### src/rtl/pipeline_hazard_unit.sv
// Hazard and forwarding controller for the 5-stage pipeline: tracks shadow E/M/W
// records and drives forwarding selects, stall/flush controls and a stall counter.
module pipeline_hazard_unit #(
    parameter int unsigned REG_ADDR_W     = 4,
    parameter int unsigned ZERO_REG_EN    = 0,
    parameter int unsigned FLAG_HAZARD_EN = 1,
    parameter int unsigned CNT_W          = 16
) (
    input  logic                  clk,
    input  logic                  reset,
    input  logic                  start,
    input  logic                  d_valid,
    input  logic [REG_ADDR_W-1:0] d_ra1,
    input  logic [REG_ADDR_W-1:0] d_ra2,
    input  logic [REG_ADDR_W-1:0] d_rd,
    input  logic                  d_regwrite,
    input  logic                  d_memtoreg,
    input  logic                  d_flagswrite,
    input  logic                  d_uses_flags,
    input  logic                  branch_taken_e,
    output logic                  stall_f,
    output logic                  stall_d,
    output logic                  flush_d,
    output logic                  flush_e,
    output logic [1:0]            fwd_a_e,
    output logic [1:0]            fwd_b_e,
    output logic                  busy,
    output logic [CNT_W-1:0]      stall_count
);

    typedef struct packed {
        logic                  valid;
        logic [REG_ADDR_W-1:0] ra1;
        logic [REG_ADDR_W-1:0] ra2;
        logic [REG_ADDR_W-1:0] rd;
        logic                  regwrite;
        logic                  memtoreg;
        logic                  flagswrite;
    } stage_t;

    localparam logic [1:0] FWD_RF = 2'b00;
    localparam logic [1:0] FWD_W  = 2'b01;
    localparam logic [1:0] FWD_M  = 2'b10;

    stage_t e_q, m_q, w_q;
    stage_t d_rec;
    logic   lduse, flaghz, hold;

    // Producer s will write register r; a hard-wired r0 never matches.
    function automatic logic match(input stage_t s, input logic [REG_ADDR_W-1:0] r);
        return s.valid && s.regwrite && (s.rd == r) &&
               !((ZERO_REG_EN != 0) && (r == '0));
    endfunction

    // Loads in M have no data yet, so only ALU results forward from M.
    function automatic logic [1:0] fwd_sel(input stage_t m, input stage_t w,
                                           input logic [REG_ADDR_W-1:0] r);
        if (match(m, r) && !m.memtoreg) return FWD_M;
        else if (match(w, r))           return FWD_W;
        else                            return FWD_RF;
    endfunction

    always_comb begin
        d_rec = '{valid: d_valid, ra1: d_ra1, ra2: d_ra2, rd: d_rd,
                  regwrite: d_regwrite, memtoreg: d_memtoreg,
                  flagswrite: d_flagswrite};
        lduse  = d_valid && e_q.valid && e_q.memtoreg &&
                 (match(e_q, d_ra1) || match(e_q, d_ra2));
        flaghz = (FLAG_HAZARD_EN != 0) && d_valid && d_uses_flags &&
                 ((e_q.valid && e_q.flagswrite) || (m_q.valid && m_q.flagswrite));
        hold   = !start || lduse || flaghz;
    end

    // A taken branch discards the wrong-path D instruction, overriding any hold.
    always_comb begin
        stall_f = 1'b0;
        stall_d = 1'b0;
        flush_d = 1'b0;
        flush_e = 1'b0;
        fwd_a_e = fwd_sel(m_q, w_q, e_q.ra1);
        fwd_b_e = fwd_sel(m_q, w_q, e_q.ra2);
        busy    = e_q.valid || m_q.valid || w_q.valid;
        if (reset) begin
            stall_f = 1'b1;
            stall_d = 1'b1;
            flush_d = 1'b1;
            flush_e = 1'b1;
            fwd_a_e = FWD_RF;
            fwd_b_e = FWD_RF;
            busy    = 1'b0;
        end else if (branch_taken_e) begin
            flush_d = 1'b1;
            flush_e = 1'b1;
        end else if (hold) begin
            stall_f = 1'b1;
            stall_d = 1'b1;
            flush_e = 1'b1;
        end
    end

    always_ff @(posedge clk) begin
        if (reset) begin
            e_q         <= '0;
            m_q         <= '0;
            w_q         <= '0;
            stall_count <= '0;
        end else begin
            e_q       <= d_rec;
            e_q.valid <= d_valid && !flush_e;
            m_q       <= e_q;
            w_q       <= m_q;
            if (stall_d && !(&stall_count))
                stall_count <= stall_count + CNT_W'(1);
        end
    end

    // W source fields are carried for completeness but not consumed here.
    logic unused_fields;
    assign unused_fields = ^{w_q.ra1, w_q.ra2, w_q.memtoreg, w_q.flagswrite,
                             m_q.ra1, m_q.ra2};

endmodule

### config.mk
export PLATFORM = sky130hd
export DESIGN_NAME = pipeline_hazard_unit
export DESIGN_NICKNAME = d
export VERILOG_FILES = /design/src/rtl/pipeline_hazard_unit.sv
export SDC_FILE = /design/constraint.sdc
export NUM_CORES = 1
export LEC_CHECK = 0
export BUFFER_PORTS_ARGS = -buffer_cell sky130_fd_sc_hd__buf_2
export CORE_MARGIN = 2
export CORE_UTILIZATION = 47
export CTS_CLUSTER_DIAMETER = 50
export CTS_CLUSTER_SIZE = 12
export DETAILED_ROUTE_END_ITERATION = 10
export PLACE_DENSITY = 0.76
export SKIP_CTS_REPAIR_TIMING = 1
export SLEW_MARGIN = 0
export SYNTH_ARGS = -nofsm -noshare
export SYNTH_HDL_FRONTEND = slang
export SYNTH_SLANG_ARGS = --single-unit
### constraint.sdc
create_clock -name clk -period 2.1 [get_ports clk]
set_clock_uncertainty 0.2 [all_clocks]
set_input_delay 0.105 -clock clk [delete_from_list [all_inputs] [get_ports clk]]
set_output_delay 0.105 -clock clk [all_outputs]
set_load 0.1 [all_outputs]
# Yosys cells after proc, flatten, opt, wreduce, memory -nomap -nowiden
# Index checks and enable logic that the tools add are counted.
# W data, S select, Z words.
[op_classes] addsub=1 mul=0 n_div=0 magnitude_cmp=0 n_eq_ne=6 n_shift=0 mux=14 bitwise_logic=0 reduce_logical=31
[op_table] operator="$eq A4 B4 Y1" count=6
[op_table] operator="$logic_and A1 B1 Y1" count=20
[op_table] operator="$add A16 B1 Y16 const B" count=1
[op_table] operator="$reduce_and A16 Y1" count=1
[op_table] operator="$mux W1" count=10
[op_table] operator="$mux W2" count=4
[op_table] operator="$logic_or A1 B1 Y1" count=6
[op_table] operator="$logic_not A1 Y1" count=4
[totals] reg_bits=46 latch_bits=0 ram_bits=0 rom_bits=0 mem_count=0

# Longest topological paths before layout
[logic_depth] depth_word=11 ltp_mapped=9

# Worst setup path after synthesis
# Ideal clock, no wire load.
[synth_path] path_kind="reg2out" from="reg m_q[6] in the netlist's numbering" to="out fwd_a_e[0]" t_arrival_ns=3.478 required_time_ns=1.795 path_slack_ns=-1.683 path_stages_with_launch=5 cell_sequence="dfxtp_1 -> xnor2_1 -> nand4_1 -> nor2_1 -> nor4_1"
[synth_between] elab_chain_len=5
[synth_rtl] element="from (decl)" line="45" source="stage_t e_q, m_q, w_q;"
[synth_rtl] element="from (signal assigned)" line="110" source="m_q <= e_q;"
[synth_rtl] element="$eq A4 B4 Y1" line="51" source="return s.valid && s.regwrite && (s.rd == r) &&"
[synth_rtl] element="$logic_and A1 B1 Y1" line="51"
[synth_rtl] element="$logic_and A1 B1 Y1" line="58" source="if (match(m, r) && !m.memtoreg) return FWD_M;"
[synth_rtl] element="$mux W2" line="58"
[synth_rtl] element="$mux W2" line="83" source="if (reset) begin"
[synth_rtl] element="to (decl)" line="25" source="output logic [1:0] fwd_a_e,"
# Every way passes these cells.

# Worst setup path after layout
[layout_path] from="reg e_q[4] in the netlist's numbering" to="reg stall_count[5]"
[layout_between] elab_chain_len=10 word_cells_on_any_way=12 cone_classes="eq/ne (2); mux (3); reduce/logical (7)"
[layout_rtl] element="from (decl)" line="45"
[layout_rtl] element="from (signal assigned)" line="108" source="e_q <= d_rec;"
[layout_rtl] element="$eq A4 B4 Y1" line="51"
[layout_rtl] element="$logic_and A1 B1 Y1" line="51"
[layout_rtl] element="$logic_or A1 B1 Y1 *" line="68" source="(match(e_q, d_ra1) || match(e_q, d_ra2));"
[layout_rtl] element="$logic_and A1 B1 Y1 *" line="67" source="lduse = d_valid && e_q.valid && e_q.memtoreg &&"
[layout_rtl] element="$logic_or A1 B1 Y1 * (2 in series)" line="71" source="hold = !start || lduse || flaghz;"
[layout_rtl] element="$mux W1 *" line="94" source="end else if (hold) begin"
[layout_rtl] element="$mux W1 *" line="91" source="end else if (branch_taken_e) begin"
[layout_rtl] element="$mux W1 *" line="83"
[layout_rtl] element="$logic_and A1 B1 Y1 *" line="112" source="if (stall_d && !(&stall_count))"
[layout_rtl] element="to (signal assigned)" line="113" source="stall_count <= stall_count + CNT_W'(1);"
[layout_rtl] element="to (decl)" line="28" source="output logic [CNT_W-1:0] stall_count"
# Mark *: on every way between the ends. The rest lies on a longest branch, timed or not.
# A chain may end at the register's enable or synchronous reset.

==> metrics.md <==
| Metric | Value |
|---|---|
| Fin. Hold Viols | 0 |
| Avg Cell Area, Syn | just over 9 um2 |
| Die X | 69.0 um |
| Post-Layout Inst Area | roughly 0.0028 mm2 |
| Initial Util | 0.493 |
| Largest stage delay, worst path | 0.46 ns |
| DRT iter0 DRCs | a little under 60 |
| Number of endpoints failing setup at the final stage | 14 |
| CTS root buf | clkbuf_8 |
| Final Non-Filler Cells | 338 |
| Placed instance count | between 300 and 400 |
| Post-placement cell area | 0.00250 mm2 |
| Total power | 1750 uW |
| CP arrival | ~2.3 ns |
| First-pass GRT wire length | 7090 um |
| Post-synth EDFFs | 0 |
| CTS buffer count | 5 |
| Pins Over Slew Limit | 0 |
| Largest cells by area after synthesis | dfxtp_1 (46%), nor2b_1 (10%), xnor2_1 (8.8%) |
| Commonest non-fill, non-tap cell in the layout | buf_2 |
| Area Growth Syn to Fin | 42.9% |
| Via/cell ratio | a little over 5 |
| Clock sink count | 46 |
| DRC violation count after routing | 0 |
| Synth area leader | dfxtp_1 |
| Post-DP HPWL | 3200 um |
| Post-DRT Antenna Nets | 0 |
| Initial antenna violation count | 0 |
| Syn Inst Count | 214 |
| Die height | 69.0 um |
| Synthesis Warnings | 0 |
| Synthesized Nets | 236 |
| Final wirelength | roughly 4700 um |
| Io pins | 46 |
| Slew HR | 0.674 |
| Worst r2r path cells | 7 |
| Grt total ovfl | 0 |
| Hold Crit Depth | 2 |
| Worst slew pin tran | just under 0.5 ns |
| Final #Nets | 309 |
| R2r setup slk | -0.22 ns |
| Largest net degree at the start of global routing | 24 |
| Synthesis-stage register bit count | 46 |
| Seq/Total Area, Yosys | 0.463 |
| Vias in the first global route | 1609 |
| Fmax | 431 MHz |
| Wire per inst | 13.9 um |
| Crit path max-delay cell type | or4_1 |
| Gpl congestion | 0.876 |
| CTS H-tree depth | 2 |
| Cell Area, Synth | 0.00199 mm2 |
| Period Utilization, post-route | 1.11 |
| MaxCap Viol Count | 0 |
| Violated checks | negative setup slack |
| Worst Hold End | stall_count[0]$_SDFFE_PP0P_ |
| Yosys cell types | 34 |
| CTS clk-pin slew, worst paths | ~0.090 ns |
| Status | finished with violations |
| Crit. End Element | flip-flop |
| Main synth FF type | dfxtp_1 |
| Worst VDD drop | between 0.0003 and 0.0004 V |
| Worst-case clock buffer depth | 2 |
| Crit-path max FO | 7 |
| CTS tree | yes |
| Leading cell types in the layout, fill and taps excluded | buf_2 (40), nor2b_1 (33), dfxtp_1 (26) |
| Startpoint Class | flip-flop |
| Pleak | between 0.001 and 0.0015 uW |
| GRT Overall Usage | 0.181 |
| Pwr dens | between 600 and 700 mW/mm2 |
| Post-synth ARST share | 0 |
| First-pass DRT Iterations | 4 |
| Worst setup slack after layout | -0.221 ns |
| Via Count | between 1.5k and 2k |
| Overall die area | roughly 0.0048 mm2 |
| Min Hold Slack | 0.0216 ns |
| Port Buffers | 45 |
| FF-to-FF End | stall_count[5]$_SDFFE_PP0P_ |
| Min-Delay Path Class | input port to flip-flop |
| Core ar. | roughly 0.004 mm2 |
| Setup CP Type | flip-flop to flip-flop |
| RSZ-0062 raised after global routing | yes |
| Diode count | 0 |
| Placement Rows | 23 |
| Worst-Skew Late Latency | roughly 0.30 ns |
| Share of cells above drive strength 1 | 0.375 |
| Critical Path RT | 2.12 ns |
| Tmin final | 2.32 ns |
| Hold_sp | reset |
| Crit Reg-Reg Startpoint | e_q[4]$_SDFF_PP0_ |
| Post-synth top area share | 0.463 |
| Critical-path cell list | xnor2_1 > nand4_1 > a2111oi_4 > nor2_2 > buf_6 > or4_1 > a21oi_1 |
sequential cells by signal, indices dropped and copies added, names as in the netlist:
signal and cells:
e_q 16, m_q 8, stall_count 16, w_q 6
per-layer routing:
layer	GRT usage	up-vias	part of all wire
met1	0.225	817	0.44
met2	0.307	42	0.49
met4	0.0697	0	0.024
met5	0	-	0
li1	-	886	-
met3	0.0395	10	0.040
power by group:
group / total [uW] / switching, uW / internal (uW)
logic: 251 / 138 / 113
clock network: 600 / 292 / 308
registers: 903 / 22.7 / 881
cells by family (layout without fill, tap and decap cells):
kind of cell	after synthesis	in the layout	share of synthesized area
simple gates	98	98	0.283
flops	46	46	0.463
compound gates	27	27	0.0856
xor+xnor	25	25	0.110
buf+inv	13	87	0.0290
mux	4	4	0.0220
fa+ha+maj	1	1	0.00630
metrics by stage:
stage | setup WS, ns | util | TNS, ns
6_report | -0.221 | 0.705 | -2.34
5_1_grt | -0.288 | 0.705 | -3.54
4_1_cts | -0.234 | 0.646 | -1.75
3_5_place_dp | -0.209 | 0.620 | -1.41
3_3_place_gp | -0.0848 | 0.620 | -0.498
2_1_floorplan | -0.549 | - | -0.896
worst max path at each step:
| stage | startpoint | to | slack (ns) | depth (start not counted) |
|---|---|---|---|---|
| after floorplan | m_q[6]$_SDFF_PP0_ | fwd_a_e[0] | -0.55 | 4 |
| after global placement | e_q[5]$_SDFF_PP0_ | stall_count[9]$_SDFFE_PP0P_ | -0.08 | 7 |
| after detailed placement | e_q[6]$_SDFF_PP0_ | stall_count[9]$_SDFFE_PP0P_ | -0.21 | 7 |
| after CTS | e_q[6]$_SDFF_PP0_ | stall_count[9]$_SDFFE_PP0P_ | -0.23 | 7 |
| after global routing | e_q[4]$_SDFF_PP0_ | stall_count[9]$_SDFFE_PP0P_ | -0.29 | 7 |
| final | e_q[4]$_SDFF_PP0_ | stall_count[5]$_SDFFE_PP0P_ | -0.22 | 7 |
final cells by class:
cell class	count	area, um2
Fill cell	291	1190
Multi-Input combinational cell	155	1120
Sequential cell	46	986
Timing Repair Buffer	75	557
Clock buffer	7	97.6
Tap cell	50	62.6
Inverter	4	15.0
Clock inverter	1	6.26
synthesized netlist by cell type (3+ instances only):
cell type,count
nor2_1,14
or4_1,6
nor3_1,4
nand4_1,12
a21oi_1,11
xor2_1,5
nor2b_1,33
o21ai_0,5
clkbuf_1,4
nand3_1,6
mux2_2,3
or3_1,3
dfxtp_1,46
nand2_1,9
nor4_1,3
o31ai_1,5
xnor2_1,20
inv_1,4
critical path, delay by kind of cell, from the launching register on:
kind / cells / cell delay, ns
xor gates and xnor gates: 1 / 0.23
and+or+nand+nor: 3 / 0.79
DFF: 1 / 0.35
AOI/OAI and AO/OA: 2 / 0.51
buffers and inverters: 1 / 0.15
No activity file was read; power rests on OpenSTA's default activity.
